===== src/rtl/part4_bist.sv =====
// part4_bist: BIST driver/checker for the part4 hierarchy test block; define PART4_BIST_FAIL_CAPTURE_EN to latch the first failing vector
module part4_bist #(
    parameter int unsigned NUM_VECTORS = 64,
    parameter logic [5:0]  LFSR_SEED   = 6'h2D,
    parameter int unsigned ERR_W       = 8
) (
    input  logic             clk,
    input  logic             reset,
    input  logic             start,
    output logic [5:0]       stimBus,
    input  logic [4:0]       respBus,
    output logic             busy,
    output logic             done,
    output logic             pass,
    output logic [ERR_W-1:0] errCount,
    output logic [15:0]      failIdx,
    output logic [5:0]       failStim,
    output logic [4:0]       failResp
);
    localparam logic [5:0]  SEED = (LFSR_SEED == 6'h00) ? 6'h01 : LFSR_SEED;
    localparam logic [15:0] LAST = 16'(NUM_VECTORS - 1);
    typedef enum logic [1:0] {IDLE, RUN, DONE} state_t;
    state_t state;
    logic [1:0] cnt;
    logic [15:0] idx;
    logic [4:0] expResp;
    logic mismatch;
    logic accept;

    // reference counter free-runs regardless of FSM state
    always_ff @(posedge clk) cnt <= reset ? 2'd0 : cnt + 2'd1;

    // golden response for the driven stimulus, plus compare and start qualifiers
    always_comb begin
        expResp  = {stimBus[5] & stimBus[4], ~stimBus[3] & cnt[1], ~stimBus[3] & cnt[0], cnt[0], stimBus[0] & cnt[0]};
        mismatch = (state == RUN) && (respBus != expResp);
        accept   = start && (state != RUN);
    end

    // run control, stimulus generation and saturating error count
    always_ff @(posedge clk) begin
        if (reset) begin
            state    <= IDLE;
            stimBus  <= '0;
            busy     <= 1'b0;
            done     <= 1'b0;
            errCount <= '0;
            idx      <= '0;
        end else if (accept) begin
            state    <= RUN;
            stimBus  <= SEED;
            busy     <= 1'b1;
            done     <= 1'b0;
            errCount <= '0;
            idx      <= '0;
        end else if (state == RUN) begin
            if (mismatch && errCount != '1) errCount <= errCount + 1'b1;
            if (idx == LAST) begin
                state   <= DONE;
                stimBus <= '0;
                busy    <= 1'b0;
                done    <= 1'b1;
            end else begin
                stimBus <= {stimBus[4:0], stimBus[5] ^ stimBus[4]};
                idx     <= idx + 16'd1;
            end
        end
    end

    assign pass = done && (errCount == '0);

`ifdef PART4_BIST_FAIL_CAPTURE_EN
    logic captured;

    // latch the first mismatching vector of a run and hold it until the next start
    always_ff @(posedge clk) begin
        if (reset || accept) begin
            captured <= 1'b0;
            failIdx  <= '0;
            failStim <= '0;
            failResp <= '0;
        end else if (mismatch && !captured) begin
            captured <= 1'b1;
            failIdx  <= idx;
            failStim <= stimBus;
            failResp <= respBus;
        end
    end
`else
    assign failIdx  = '0;
    assign failStim = '0;
    assign failResp = '0;
`endif
endmodule


===== config.mk =====
export PLATFORM = sky130hd
export DESIGN_NAME = part4_bist
export DESIGN_NICKNAME = d
export VERILOG_FILES = /design/src/rtl/part4_bist.sv
export SDC_FILE = /design/constraint.sdc
export NUM_CORES = 1
export LEC_CHECK = 0
export ABC_CLOCK_PERIOD_IN_PS = 2100
export CORE_MARGIN = 5
export CORE_UTILIZATION = 38
export DETAILED_ROUTE_END_ITERATION = 10
export PLACE_DENSITY = 0.63
export SYNTH_ARGS = -nofsm -noshare
export SYNTH_HDL_FRONTEND = slang
export SYNTH_SLANG_ARGS = --single-unit

===== constraint.sdc =====
create_clock -name clk -period 2.1 [get_ports clk]
set_clock_uncertainty 0.1 [all_clocks]
set_input_delay 0.42 -clock clk [delete_from_list [all_inputs] [get_ports clk]]
set_output_delay 0.42 -clock clk [all_outputs]
set_load 0.005 [all_outputs]

# == Yosys cells after proc, flatten, opt, wreduce, memory -nomap -nowiden ==
# Index checks and enable logic that the tools add are counted.
# word_totals
ff_bits,35
in_bits,8
output_inout_bits,44
wordCells,44
# classes
addsub,3
eq_ne,5
muxes,9
n_bitwise,7
n_reduce_logical,12
# ops
operator,count
$mux 6,3
$add 16x1->16 const B,1
$eq 16x6->1 const B,1
$add 8x1->8 const B,1
$logic_not 8->1,1
$ne 8x8->1 const B,1
$reduce_and 2->1,4
$mux 1,6
$ne 5x5->1,1
$and 1x1->1,4
$logic_and 1x1->1,4
$reduce_bool 2->1,2
$add 2x1->2 const B,1
$eq 2x1->1 const B,1
$ne 2x1->1 const B,1
$not 1->1,2
$reduce_or 2->1,1
$xor 1x1->1,1

# == Depth between registers and ports, before layout ==
# Gate-level depths: netlist of run 1.
# logic_depth
word_depth,6
depth_mapped,7
ltp_nobuf,6

# == Worst setup path before layout of run 1 ==
# No wires, ideal clock.
# synth_timing
kind,reg-to-reg
start,register errCount[0]
end,register errCount[5]
setup_time_ns,0.059
arrival_ns,1.646
required_time_ns,1.941
setup_slack_ns,0.295
stages_incl_launch_ff,7
n_path_buf,0
period_less_slack_ns,1.805
cell_sequence,dfxtp_1 ha_1 nand3_1 o21ai_1 or3_1 or4_1 nand2_1
# synth_via
elab_chain_len,3
elab_cells_between_ends,4
classes_between,add/sub: 1; eq/ne: 1; reduce/logical: 2
# synth_rtl
element,line_no,source
start: declaration,15,"output logic [ERR_W-1:0] errCount,"
start signal: assignment,57,if (mismatch && errCount != '1) errCount <= errCount + 1'b1;
"parallel branches: the longest is 3 deep, another holds $add 8x1->8",n/a,
# Several ways; the timed one is not identified.
# A chain may end at the register's enable or synchronous reset.

# == Worst setup path in the final report of run 1 ==
# layout_timing
start,register errCount[0]
end,output port pass
# layout_via
elab_chain_len,2
# layout_rtl
element,line_no,source
$logic_not 8->1,70,assign pass = done && (errCount == '0);
$logic_and 1x1->1,70,
end: declaration,14,"output logic pass,"
# No other way between the ends.

==> flow_results.org, run 1 <==
** Floorplanning
- Area inside the core boundary :: 0.00472 mm^2
- Row cnt :: 25
- The die is 80.0 um wide.
- The floorplan step defined a die boundary enclosing 0.00639 mm^2.
- For this configuration, the core starts out at a cell density of between 30% and 40%.
- The die is 80.0 um tall.
- Top-Level Pins :: 52

** Synthesis
- Async set or reset register ratio after synthesis :: 0%
- Largest cells by area after synthesis :: sky130_fd_sc_hd__dfxtp_1 (37%), sky130_fd_sc_hd__buf_4 (11%), sky130_fd_sc_hd__nor2_1 (5.9%), sky130_fd_sc_hd__xnor2_1 (4.7%), sky130_fd_sc_hd__xor2_1 (3.8%)
- Yosys mapped the design onto 45 distinct sky130hd cell types.
- Share of the yosys chip area belonging to registers :: between 30% and 40%
- Netlist Area Pre-Place :: 0.00186 mm^2
- Number of warnings printed during yosys synthesis :: 0
- The biggest area contributor in the post-synthesis netlist is sky130_fd_sc_hd__dfxtp_1.
- The synthesized design contains 34 register bits.
- In the synthesized netlist, the number of instances is 221.
- In the post-synthesis netlist, the cell with the most instances is sky130_fd_sc_hd__dfxtp_1.
- The average instance in the mapped netlist occupies 8.41 um^2.
- Counting flops with a built-in enable in the synthesized netlist gives 0.
- Post-synth top cells :: sky130_fd_sc_hd__dfxtp_1 (34), sky130_fd_sc_hd__nor2_1 (29), sky130_fd_sc_hd__buf_4 (28), sky130_fd_sc_hd__nand3_1 (13)
- Share of Yosys cell area claimed by the top area cell type :: roughly 37%
- For this run, the leading register cell type out of synthesis is sky130_fd_sc_hd__dfxtp_1.

** Power and ir drop
- The completed layout was analyzed and its total power is 1.58 mW.
- PD cells :: 694 mW/mm^2
- IR analysis of the VDD net gives a maximum drop of 290 uV.
- In this run the static leakage power is around 0.85 nW.

** Critical path
- Sort of element at the end of the critical path :: primary output
- On the worst path, the slowest cell contributes a delay of approximately 360 ps.
- Of all nets on the critical path, the largest fanout is 5.
- Worst EP required :: approximately 1600 ps
- FF-to-FF path depth :: 6
- The worst setup path is launched from a flip-flop.
- Together, buffers and inverters on the worst path number 2.
- The kind of cell with the highest combined delay along the critical path is flip-flops.
- Data on the critical path arrives at its endpoint at 1460 ps.
- Critical path type :: reg -> out
- Critical Path Slowest Stage Cell :: sky130_fd_sc_hd__dfxtp_2
- Worst path cell trace :: inv_1, ha_1, nor4b_2, and4b_1, clkdlybuf4s15_1
- In this run the number of cells on the critical path is 5.

** Layout
- Relative to the synthesized area, the layout overhead comes to 22.7%.
- Nets@finish :: 265
- The post-route netlist has 10.2% of its cells at a drive strength greater than 1.
- The repair_antennas step left the layout with diodes totalling 0.
- Filler Cell Count :: 472

** Drt
- Remaining number of nets flagged by the antenna check after routing :: 0
- In the final routed layout, each cell accounts on average for 12.1 um.
- DRC viols :: 0
- Initial detailed-routing violation count :: 43
- The first detailed-routing pass ran for 4 iterations.
- The routed layout has between 1500 and 2000 vias.
- Wires add up to 3890 um.
- Vias per cell :: 4.86

** Timing
- Number of pins exceeding their max-slew limit in the final report :: 0
- Headroom to the max-slew limit came out at 64.8%.
- Setup repair after global routing missed its margin :: false
- Static timing analysis puts the maximum clock frequency at 0.506 GHz.
- Setup WS post-layout :: between 100 and 150 ps
- Setup violations remaining at the end of the flow were counted as 0.
- The final critical path takes up 94.1% of the cycle.
- Subtracting the final worst setup slack from the clock period gives 1980 ps.
- Slew at the pin with the worst max-slew slack :: about 520 ps
- Final Hold Fails :: 0

** Clocking
- CTS clock-pin slew for the worst setup and hold paths :: 70 ps
- TritonCTS built the clock tree.
- Buffers inserted during clock tree synthesis total 5.
- The tree built by TritonCTS fans out to 34 sinks.
- Clock root cell :: sky130_fd_sc_hd__clkbuf_8
- H-Tree Level Count :: 2
- The longest clock path from root to sink contains 2 buffers.
- At the later pin of the worst-skew pair, clock insertion delay measures 290 ps.

** Status
- Status :: finished clean

** GRT
- Global router's overall resource usage :: about an eighth
- The first global-routing pass estimated 6310 um of wire.
- Maximum number of pins on one net before global-route repair :: 23
- The initial antenna violation count was 0.
- The total overflow left after global routing is 0.
- Via count of the first global-routing pass :: around 1400

** Place
- In this run the tool buffered the top-level ports with 24 buffer cells.
- Prior to clock tree synthesis, the placed netlist has a worst setup slack of -188 ps.
- Post-detailed-placement half-perimeter wirelength :: 2890 um
- The congestion estimate from routability-driven global placement came to ~0.83.

** Job
- Count of max-cap constraint violations :: 0

** Worst hold path
- Worst Hold Class :: reg -> reg
- Worst hold path cell count :: 2
-- final timing paths --
kind / start / endpoint / slack [ps]
max: errCount[0] / pass / 120
min: stimBus[2] / stimBus[3] / 370
max reg2reg: errCount[0] / errCount[5] / 150
min reg2reg: stimBus[2] / stimBus[3] / 370
-- through the flow --
stage	instance area [um^2]	hold WS [ps]	util (%)	cells	TNS, ps
2_1_floorplan	1960	358	-	247	0
3_3_place_gp	2120	359	44.9	313	-543
3_5_place_dp	2120	359	44.9	313	-861
4_1_cts	2270	370	48.1	321	0
5_1_grt	2280	394	48.3	321	0
6_report	2280	366	48.3	321	0
-- final cells by class --
class | instances | area [um^2] | share of cell area (%)
clock inverter | 2 | 60.1 | 2.63
tap | 67 | 83.8 | 3.68
timing repair buffer | 33 | 323 | 14.2
clock buffer | 6 | 82.6 | 3.62
sequential | 34 | 683 | 30.0
multi-input combinational | 175 | 1030 | 45.3
inverter | 4 | 15.0 | 0.658
-- logic make-up after synthesis --
group | Yosys count | synth area share [%]
buffers and inverters | 38 | 13.7
xor gates and xnor gates | 18 | 8.48
adders and majority gates | 4 | 2.69
other | 1 | 0.202
DFF | 34 | 36.6
muxes | 1 | 0.538
and+or+nand+nor | 86 | 23.6
AOI/OAI and AO/OA | 39 | 14.1
-- timing repair --
action | in CTS | in global routing
buffers inserted | 0 | 0
gates resized for setup | 3 | 4
cloned | 0 | 0
hold endpoints to repair | 0 | 0
hold buffers | 0 | 0
pin swaps | 1 | 0
setup endpoints to repair | 1 | 2
-- layout by cell type (no fill, tap or decap), drive strengths merged, types with 2 or more instances in the layout --
master / n
a211oi: 2
a21oi: 12
a22oi: 3
a31oi: 2
and3: 4
and4b: 2
buf: 9
bufinv: 2
clkbuf: 6
clkdlybuf4s50: 22
conb: 27
dfxtp: 34
ha: 4
inv: 4
nand2: 11
nand3: 13
nand4: 3
nor2: 29
nor3: 7
nor4: 3
nor4b: 2
o2111ai: 2
o211ai: 3
o21ai: 8
o31ai: 2
or3: 3
or4: 3
xnor2: 10
xor2: 8
-- flip-flops by register name (all words and copies together) (netlist names) --
signal,count
busy,1
errCount,8
idx,16
stimBus,6
state,1
cnt,2
-- layer usage --
| layer | GRT usage [%] | vias up | share of wire, % |
|---|---|---|---|
| met5 | 0 | - | 0 |
| met4 | 7.26 | 0 | 2.3 |
| met3 | 3.39 | 9 | 6.5 |
| met2 | 18.9 | 44 | 46 |
| met1 | 16.5 | 715 | 45 |
| li1 | - | 793 | - |
-- tightest hold or removal path, delay by kind of cell, from the launching register on --
family | cells | cell delay, ps
AO/OA/AOI/OAI | 1 | 50
AND/OR/NAND/NOR | 1 | 50
flip-flops | 1 | 320
-- where the power goes --
part           leakage, nW  internal, mW  switching [mW]
logic                0.506        0.0723          0.0778
clock network       0.0714         0.506           0.248
registers            0.277         0.661          0.0186
total                0.854          1.24           0.344
(Power assumes the default switching activity.)
==> run 2: changes to the inputs <==
ABC_CLOCK_PERIOD_IN_PS = 2200   (was 2100)
clock period = 2.2 ns   (was 2.1 ns; I/O delays follow)
==> flow_results.org, run 2 (same netlist as run 1, synthesis figures left out) <==
** Status
- Status :: finished clean (unchanged)

** Layout
- The fraction of final layout cells with drive strength greater than 1 is 9.45% (was 10.2%).
- Biggest regs: idx: 16 flops, errCount: 8 flops, stimBus: 6 flops (unchanged).
- The largest register by flop count is idx (unchanged).
- The final design utilization is 47.3% (was 48.3%).
- The area of combinational cells with multiple inputs is 0.00103 mm^2 (about the same).
- Relative area change from synthesis to final layout :: 20.2% (was 22.7%)
- The flip-flop count of the largest register, all copies and words added was 16 (unchanged).
- The leading cell type in the layout, fill and taps excluded is sky130_fd_sc_hd__dfxtp_1 (unchanged).
- Reg area :: 682 um^2 (was 683 um^2)
- The final-layout fill cell count came to 495 (was 472).
- Nets@finish :: 266 (was 265)
- The final antenna diode count was 0 (unchanged).
- Most used cells in the layout excluding fill and tap cells: sky130_fd_sc_hd__dfxtp_1 (33), sky130_fd_sc_hd__nor2_1 (29), sky130_fd_sc_hd__conb_1 (27) (was sky130_fd_sc_hd__dfxtp_1 (32), sky130_fd_sc_hd__nor2_1 (29), sky130_fd_sc_hd__conb_1 (27)).

** Clocking
- The clock root buffer is sky130_fd_sc_hd__clkbuf_8 (unchanged).
- CTS tree :: built (unchanged)
- The worst-skew pair later-pin latency came to 290 ps (about the same).
- The number of clock sinks was 34 (unchanged).
- The number of levels in the clock H-tree is 2 (unchanged).
- Maximum clock path buffer count :: 2 (unchanged)
- CTS clock-pin slew for the worst setup and hold paths :: 70 ps (about the same)
- The total clock buffers created by CTS is 5 (unchanged).

** Drt
- The average wire per cell in the routed design was 12.1 um (about the same).
- Vias per cell :: 4.80 (was 4.86)
- The total number of vias was 1540 (was 1561).
- DRC viols :: 0 (unchanged)
- Post-detailed-routing wire length :: 3880 um (was 3890 um)
- The violation count after the first detailed-routing iteration came to 45 (was 43).
- Number of search-and-repair iterations in the first detailed-routing pass :: 4 (unchanged)
- Remaining number of nets flagged by the antenna check after routing :: 0 (unchanged)

** Critical path
- Sort of element at the start of the critical path :: flip-flop (unchanged)
- Reg2Reg Launch Point :: state[1] (was errCount[0])
- The data required time at the worst endpoint was 1660 ps (was 1580 ps).
- The class of the most critical setup path is reg -> out (unchanged).
- The maximum net fanout on the critical path was 5 (unchanged).
- The endpoint type of the worst setup path is a primary output (unchanged).
- Arrival time at the worst endpoint :: 1520 ps (was 1460 ps)
- Crit. Startpoint :: errCount[1] (was errCount[0])

** Timing
- The relative slew slack was 66.6% (was 64.8%).
- The total setup violations reported at the end of the flow came to 0 (unchanged).
- The worst path needs 2060 ps of the cycle, external delays included.
- Setup repair after global routing missed its margin: false (unchanged).
- The worst path uses 93.7% of the clock period.
- The final max-slew violation count is 0 (unchanged).
- Peak Freq :: between 0.4 and 0.5 GHz
- Slew at the pin with the worst max-slew slack :: 497 ps (was 525 ps)
- Final Hold Fails :: 0 (unchanged)

** Floorplanning
- The die width was 80.0 um (unchanged).
- The I/O pin count came to 52 (unchanged).
- The floorplan core area came to 0.00472 mm^2 (unchanged).
- Row cnt :: 25 (unchanged)
- The initial core utilization came to 39.4% (unchanged).
- The die boundary height came to 80.0 um (unchanged).
- The overall die area was 0.00639 mm^2 (unchanged).

** GRT
- First-pass GRT wire length :: 6620 um (was 6310 um)
- The total routing usage reported by global routing is 13.1% (was 12.7%).
- The via count of the first global-routing pass was 1461 (was 1371).
- Initial antenna violation count :: 0 (unchanged)
- Total global routing overflow :: 0 (unchanged)
- Maximum number of pins on one net before global-route repair :: 20 (was 23)

** Power and ir drop
- The power consumption came to 1.37 mW (was 1.58 mW).
- Reported leakage power :: 0.833 nW (was 0.854 nW)
- Maximum vdd drop :: 365 uV (was 290 uV)
- The ratio of total power to cell area came to 615 mW/mm^2 (was 694 mW/mm^2).

** Place
- The number of input and output port buffers inserted is 24 (unchanged).
- Post-detailed-placement half-perimeter wirelength :: 2910 um (was 2890 um)
- The global placer's final weighted congestion is 0.799 (was 0.826).

** Worst hold path
- The source of the worst hold timing path is stimBus[2] (unchanged).
- Worst Hold Class :: reg -> reg (unchanged)

** Job
- The max-capacitance violation count was 0 (unchanged).
==> run 2: changes by cell type in the layout (fill, tap and decap cells not counted) <==
cell                              delta
sky130_fd_sc_hd__a31oi_1             +1
sky130_fd_sc_hd__buf_12              -1
sky130_fd_sc_hd__dlygate4sd2_1       +1
sky130_fd_sc_hd__buf_4               +2
sky130_fd_sc_hd__clkdlybuf4s50_1     +1
sky130_fd_sc_hd__dlymetal6s2s_1      -1
sky130_fd_sc_hd__clkdlybuf4s15_1     -1
sky130_fd_sc_hd__a31oi_2             -1
sky130_fd_sc_hd__dfxtp_1             +1
sky130_fd_sc_hd__bufinv_16           -1
sky130_fd_sc_hd__dfxtp_2             -1
==> run 2: worst paths after layout <==
check,slack (ps),end,cells past startpoint
min reg2reg,360,stimBus[3],2
max,140,pass,5
max reg2reg,290,errCount[5],5
min,360,stimBus[3],2
==> run 2: layer usage <==
layer,global-route usage [%],share of wire (%),vias up
met5,0,0,-
met4,6.08,2.0,0
met3,3.84,5.5,8
met2,20.8,48,30
met1,16.2,45,709
li1,-,-,793
==> run 2: cell type report <==
type | instances | area share, %
Clock buffer | 6 | 3.70
Clock inverter | 1 | 1.34
Inverter | 4 | 0.672
Multi-Input combinational cell | 175 | 46.0
Sequential cell | 34 | 30.5
Tap cell | 67 | 3.75
Timing Repair Buffer | 34 | 14.1
==> run 2: where the power goes <==
| group | internal [mW] | total (mW) | switching, mW |
|---|---|---|---|
| Sequential | 0.631 | 0.647 | 0.0168 |
| Clock | 0.362 | 0.589 | 0.226 |
| Combinational | 0.0663 | 0.138 | 0.0719 |
| Total | 1.06 | 1.37 | 0.315 |
==> run 2: stage by stage <==
step	hold WS [ps]	TNS [ps]	cells	setup WS, ps	cell area, um^2
floorplan	358	0	247	395	1960
global placement	360	-163	314	-67.7	2120
detailed placement	359	-299	314	-98.2	2120
CTS	368	0	321	105	2230
global route	405	0	321	40.6	2230
finish	364	0	321	140	2230
==> run 2: what timing repair did <==
| item | 4_1_cts | 5_1_grt |
|---|---|---|
| hold buffers | 0 | 0 |
| buffers inserted | 0 | 0 |
| endpoints found under the setup margin | 1 | 0 |
| resized for setup | 3 | 0 |
==> run 2: worst max-delay path: stages, from the launching register on <==
cell and delay (ps):
sky130_fd_sc_hd__dfxtp_1 400, sky130_fd_sc_hd__inv_1 60, sky130_fd_sc_hd__ha_1 170, sky130_fd_sc_hd__nor4b_2 150, sky130_fd_sc_hd__and4b_1 190, sky130_fd_sc_hd__dlygate4sd2_1 260
